<file path="config.mk">
export PLATFORM = sky130hd
export DESIGN_NAME = key_latch_bank
export DESIGN_NICKNAME = d
export VERILOG_FILES = /design/src/rtl/key_latch_pkg.sv /design/src/rtl/key_shift_cmp.sv /design/src/rtl/key_latch_bank.sv
export SDC_FILE = /design/constraint.sdc
export NUM_CORES = 1
export LEC_CHECK = 0
export ABC_AREA = 1
export CORE_MARGIN = 3
export CORE_UTILIZATION = 52
export DETAILED_ROUTE_END_ITERATION = 10
export GPL_ROUTABILITY_DRIVEN = 0
export GPL_TIMING_DRIVEN = 0
export PLACE_DENSITY = 0.76
export RECOVER_POWER = 50
export SLEW_MARGIN = 20
export SYNTH_ARGS = -nofsm -noshare
export SYNTH_HDL_FRONTEND = slang
export SYNTH_HIERARCHICAL = 1
export SYNTH_SLANG_ARGS = --single-unit
</file>
<file path="constraint.sdc">
create_clock -name clk -period 1.7 [get_ports clk]
set_input_delay 0.255 -clock clk [delete_from_list [all_inputs] [get_ports clk]]
set_output_delay 0.255 -clock clk [all_outputs]
set_load 0.005 [all_outputs]
</file>
<file path="src/rtl/key_latch_pkg.sv">
// Shared definitions for the key-protected latch bank.
// Holds the FSM state encoding and the default output obfuscation mask.
package key_latch_pkg;

    typedef enum logic [2:0] {
        ST_LOCKED,
        ST_SHIFT,
        ST_CHECK,
        ST_UNLOCKED,
        ST_LOCKOUT
    } state_t;

    localparam int MAX_CHANNELS = 64;

    // Odd bit positions set; callers truncate to their channel count.
    function automatic logic [MAX_CHANNELS-1:0] default_obf_mask();
        return {(MAX_CHANNELS/2){2'b10}};
    endfunction

endpackage

</file>
<file path="src/rtl/key_shift_cmp.sv">
// Serial key capture: MSB-first shift register, bit counter and comparison
// against the stored key.
module key_shift_cmp #(
    parameter int                   KEY_WIDTH = 16,
    parameter logic [KEY_WIDTH-1:0] KEY_VALUE = '0
) (
    input  logic clk,
    input  logic rst,
    input  logic clr,
    input  logic shift_en,
    input  logic key_bit,
    output logic last,
    output logic match
);

    localparam int            CW       = $clog2(KEY_WIDTH + 1);
    localparam logic [CW-1:0] LAST_IDX = CW'(KEY_WIDTH - 1);

    logic [KEY_WIDTH-1:0] sr;
    logic [CW-1:0]        cnt;

    // NOTE: clocked state uses non-blocking assignments so every register samples pre-edge values.
    always_ff @(posedge clk or posedge rst) begin
        if (rst) begin
            sr  <= '0;
            cnt <= '0;
        end else if (clr) begin
            sr  <= '0;
            cnt <= '0;
        end else if (shift_en) begin
            sr  <= {sr[KEY_WIDTH-2:0], key_bit};
            cnt <= cnt + CW'(1);
        end
    end

    // High while the next accepted bit completes the key.
    assign last  = (cnt == LAST_IDX);
    assign match = (sr == KEY_VALUE);

endmodule

</file>
<file path="src/rtl/key_latch_bank.sv">
// Data latch bank whose outputs stay XOR-obfuscated until a serial key unlocks it.
// Define KEY_LATCH_LOCKOUT_EN to add a permanent LOCKOUT state after MAX_FAIL bad keys.
module key_latch_bank
    import key_latch_pkg::*;
#(
    parameter int                   WIDTH     = 4,
    parameter int                   KEY_WIDTH = 16,
    parameter logic [KEY_WIDTH-1:0] KEY_VALUE = KEY_WIDTH'(16'hC3A5),
    parameter logic [WIDTH-1:0]     OBF_MASK  = WIDTH'(default_obf_mask()),
    parameter int                   MAX_FAIL  = 3
) (
    input  logic             clk,
    input  logic             rst,
    input  logic [WIDTH-1:0] d,
    input  logic             le,
    input  logic             key_start,
    input  logic             key_valid,
    input  logic             key_bit,
    input  logic             relock,
    output logic [WIDTH-1:0] q,
    output logic [WIDTH-1:0] q_n,
    output logic             unlocked,
    output logic             locked_out
);

    localparam int            FW       = $clog2(MAX_FAIL + 1);
    localparam logic [FW-1:0] FAIL_SAT = FW'(MAX_FAIL);

    state_t           state, state_nxt;
    logic [WIDTH-1:0] data;
    logic [FW-1:0]    fail_cnt;
    logic             sc_clr, sc_shift, sc_last, sc_match;
    logic             fail_inc, fail_clr;

    key_shift_cmp #(
        .KEY_WIDTH (KEY_WIDTH),
        .KEY_VALUE (KEY_VALUE)
    ) u_shift_cmp (
        .clk      (clk),
        .rst      (rst),
        .clr      (sc_clr),
        .shift_en (sc_shift),
        .key_bit  (key_bit),
        .last     (sc_last),
        .match    (sc_match)
    );

    always_ff @(posedge clk or posedge rst) begin
        if (rst) begin
            state    <= ST_LOCKED;
            data     <= '0;
            fail_cnt <= '0;
        end else begin
            state <= state_nxt;
            if (le)
                data <= d;
            if (fail_clr)
                fail_cnt <= '0;
            else if (fail_inc && fail_cnt != FAIL_SAT)
                fail_cnt <= fail_cnt + FW'(1);
        end
    end

`ifdef KEY_LATCH_LOCKOUT_EN
    localparam logic [FW-1:0] FAIL_LAST = FW'(MAX_FAIL - 1);
    logic fail_at_limit;
    // The failure being scored in CHECK is the one that reaches MAX_FAIL.
    assign fail_at_limit = (fail_cnt >= FAIL_LAST);
`endif

    // NOTE: every output of this block gets a default first, so no path can infer a latch.
    always_comb begin
        state_nxt = state;
        sc_clr    = 1'b0;
        sc_shift  = 1'b0;
        fail_inc  = 1'b0;
        fail_clr  = 1'b0;
        case (state)
            ST_LOCKED: begin
                if (key_start) begin
                    state_nxt = ST_SHIFT;
                    sc_clr    = 1'b1;
                end
            end
            ST_SHIFT: begin
                if (key_start) begin
                    sc_clr = 1'b1;
                end else if (key_valid) begin
                    sc_shift = 1'b1;
                    if (sc_last)
                        state_nxt = ST_CHECK;
                end
            end
            ST_CHECK: begin
                // Wipe the captured key whichever way the check goes.
                sc_clr = 1'b1;
                if (sc_match) begin
                    state_nxt = ST_UNLOCKED;
                    fail_clr  = 1'b1;
                end else begin
                    fail_inc  = 1'b1;
`ifdef KEY_LATCH_LOCKOUT_EN
                    state_nxt = fail_at_limit ? ST_LOCKOUT : ST_LOCKED;
`else
                    state_nxt = ST_LOCKED;
`endif
                end
            end
            ST_UNLOCKED: begin
                if (relock)
                    state_nxt = ST_LOCKED;
            end
`ifdef KEY_LATCH_LOCKOUT_EN
            ST_LOCKOUT: begin
                state_nxt = ST_LOCKOUT;
            end
`endif
            default: begin
                state_nxt = ST_LOCKED;
            end
        endcase
    end

    assign unlocked = (state == ST_UNLOCKED);
    assign q        = unlocked ? data : (data ^ OBF_MASK);
    assign q_n      = ~q;

`ifdef KEY_LATCH_LOCKOUT_EN
    assign locked_out = (state == ST_LOCKOUT);
`else
    assign locked_out = 1'b0;
`endif

endmodule

</file>
==> metrics.txt, run 1 <==
Die ar. 3136 um2; Syn Nets 161; RSZ-0062 raised after global routing false; clk sinks 27; Placed Cells 195; Avg Inst Size Synth 8.784 um2; XOR/XNOR Fraction of Synth Area 0.01347; synthesized cell area 1300 um2; Crit Path Max Fanout 3; CTS Root Buffer Type clkbuf_4; critical path capture point type primary output; Post-Synth Adder-Cell Area 0.01925; clk_lat worst skew 320 ps; most frequent cells after synthesis 33 x inv_1, 27 x dfrtp_1, 23 x nand2_1, 13 x o22ai_1, 9 x nand3_1; synth unique cells 22; Gate Count Post-Synth 148; H-tree depth 1; core area 2297 um2; Synth Area in Compound Gates 0.1309; endpoints failing setup 0; via/cell ratio 5.154; drt pass-1 iters 4; Vias 1036; post-route cell area 1573 um2; Post-CTS Hold Fix Bufs 0; Inserted Diodes 0; Rows 17; mux cell area share after synthesis 0; slew margin rel. 0.4672; initial antenna violation count 0; R2R Path Start state[0]$_DFFE_PP0P_; clock skew 13.91 ps; Worst Path Required 1440 ps; Yosys warning total 6; layout cells sized above 1 0.1272; WL/cell 12.50 um; minimum clock period 1621 ps; Starting Density 0.5659; top cells by area, synth dfrtp_1 52%, inv_1 9.5%, nand2_1 6.6%; Final ANT Viol Nets 0; DRC violations left 0; register area 675.6 um2; Max Freq 0.6171 GHz; vias in the first global route 1014; crit path DAT 1370 ps; IO buf count 19; Non-Filler Instances 201; drt initial violations 18; FILL cells 189; Static Leakage 0.7544 nW; EDFF count, synth 0; HPWL Detailed 1901 um; Worst-path clk slew 130 ps; most common cell in the synthesized netlist inv_1; number of synthesized register bits 27; fin nets 187; sequential share of the synthesized area 0.5197; status completed; maximum clock insertion buffer count 2; Synth Area in Simple Gates 0.1781; Placed Area 1525 um2; reg2reg path depth 7; Power Density 767.1 nW/um2; worst slew pin tran 798.3 ps; Setup CP Type reg -> out; largest family of logic cells by synthesized area simple AND/OR/NAND/NOR gates; Total GRT Usage 0.1695; Final Max Tran Viols 0; largest net degree at the start of global routing 22; P&R area growth vs syn 20.98%; Die X 56 um; TritonCTS clock tree built; final WL 2513 um; final hold violations 0; Vert. Die Dim 56 um; Worst VDD drop 564.4 uV; worst setup path start state[0]$_DFFE_PP0P_; Final Util 0.6846; first-pass GRT wire length 4243 um; Synth Flop Type dfrtp_1; I/O pins 21; share of the synthesized area in the top cell type 0.5197; fin crit share 0.9533; footprint of the multi-input gates 457.9 um2; Max Cap Violations 0; grt total ovfl 0; share of synthesized registers carrying an async set or reset 1.000; Hold Slack 309.8 ps; RR Endpoint u_shift_cmp/sr[14]$_DFFE_PP0P_; crit start category flip-flop; r2r setup slk 100 ps; total CTS buffers 3; worst hold path type in -> async; top cell type by total area after synthesis dfrtp_1
critical path: stages (launching register included):
cell	delay (ps)
dfrtp_1	390
nand2_2	90
inv_1	80
clkdlybuf4s50_1	500
power by group:
group	internal [W]	total (W)	switching, W
combinational	0.000109	0.000241	0.000132
clock	0.0000879	0.000263	0.000175
sequential	0.000678	0.000703	0.0000248
total	0.000875	0.00121	0.000332
metrics by stage:
stage | setup WS [ps] | total power [W] | setup TNS (ps)
CTS | 75.78 | 0.001225 | 0
global placement | -197.8 | 0.0009412 | -2449
finish | 79.43 | 0.001207 | 0
detailed placement | -245.7 | 0.0009547 | -3357
floorplan | 207.6 | 0.0008581 | 0
global route | 28.90 | 0.001274 | 0
repair_timing:
item,in CTS,in global routing
endpoints found under the hold margin,0,0
setup endpoints to repair,10,10
gates resized for setup,6,1
gates cloned,0,0
pin swaps,2,0
setup buffers,2,0
placed cells by master (no fill, tap or decap), drive strengths merged:
cell            n
a21oi           5
dlygate4sd2     4
conb            1
nor2            9
dfrtp          27
ha              2
and3            1
nor3            4
o21ai           7
xor2            2
nand3           9
dlygate4sd3     2
clkbuf          3
o22ai          15
clkinv          1
nor3b           1
inv            35
nand2          25
buf             7
clkdlybuf4s50  13
kinds of logic (layout without fill, tap and decap cells):
kind of cell	count (synthesis)	after routing
other cells	1	1
fa+ha+maj	2	2
flops	27	27
xor+xnor	2	2
buf+inv	40	65
simple gates	49	49
compound gates	27	27
sequential cells by signal (all words and copies together), names as in the netlist:
name and flops:
state 2, u_shift_cmp/sr 16, u_shift_cmp/cnt 5, data 4
worst max path at each step:
stage | endpoint | cells past startpoint | slack, ps
after floorplan | u_shift_cmp/sr[13]$_DFFE_PP0P_ | 7 | 210
after global placement | u_shift_cmp/sr[13]$_DFFE_PP0P_ | 8 | -200
after detailed placement | u_shift_cmp/sr[13]$_DFFE_PP0P_ | 8 | -250
after CTS | u_shift_cmp/sr[14]$_DFFE_PP0P_ | 8 | 80
after global routing | unlocked | 3 | 30
final | unlocked | 3 | 80
metal layers:
| layer | wire length [um] | track usage | vias to the layer above |
|---|---|---|---|
| met2 | 1256 | 0.2988 | 17 |
| met4 | 31 | 0.07797 | 0 |
| met1 | 1125 | 0.1994 | 498 |
| met3 | 99 | 0.02784 | 4 |
| met5 | 0 | 0 | - |
| li1 | - | - | 517 |
area by class of cell:
cell class,count,area share
Sequential cell,27,0.4296
Multi-Input combinational cell,81,0.2912
Timing Repair Buffer,21,0.1273
Tap cell,28,0.02228
Clock buffer,3,0.01432
Buffer,5,0.02864
Clock inverter,1,0.003182
Inverter,35,0.08353
Note: power is estimated with default switching activity, not from simulation.
==> inputs of run 2 (changes only) <==
--- a/config.mk
+++ b/config.mk
@@ -11,8 +11,10 @@
 export DETAILED_ROUTE_END_ITERATION = 10
 export GPL_ROUTABILITY_DRIVEN = 0
 export GPL_TIMING_DRIVEN = 0
+export HOLD_SLACK_MARGIN = 0.05
 export PLACE_DENSITY = 0.76
 export RECOVER_POWER = 50
+export SKIP_LAST_GASP = 1
 export SLEW_MARGIN = 20
 export SYNTH_ARGS = -nofsm -noshare
 export SYNTH_HDL_FRONTEND = slang
==> results of run 2 <==
Final layout, timing and power as in run 1 (identical DEF).
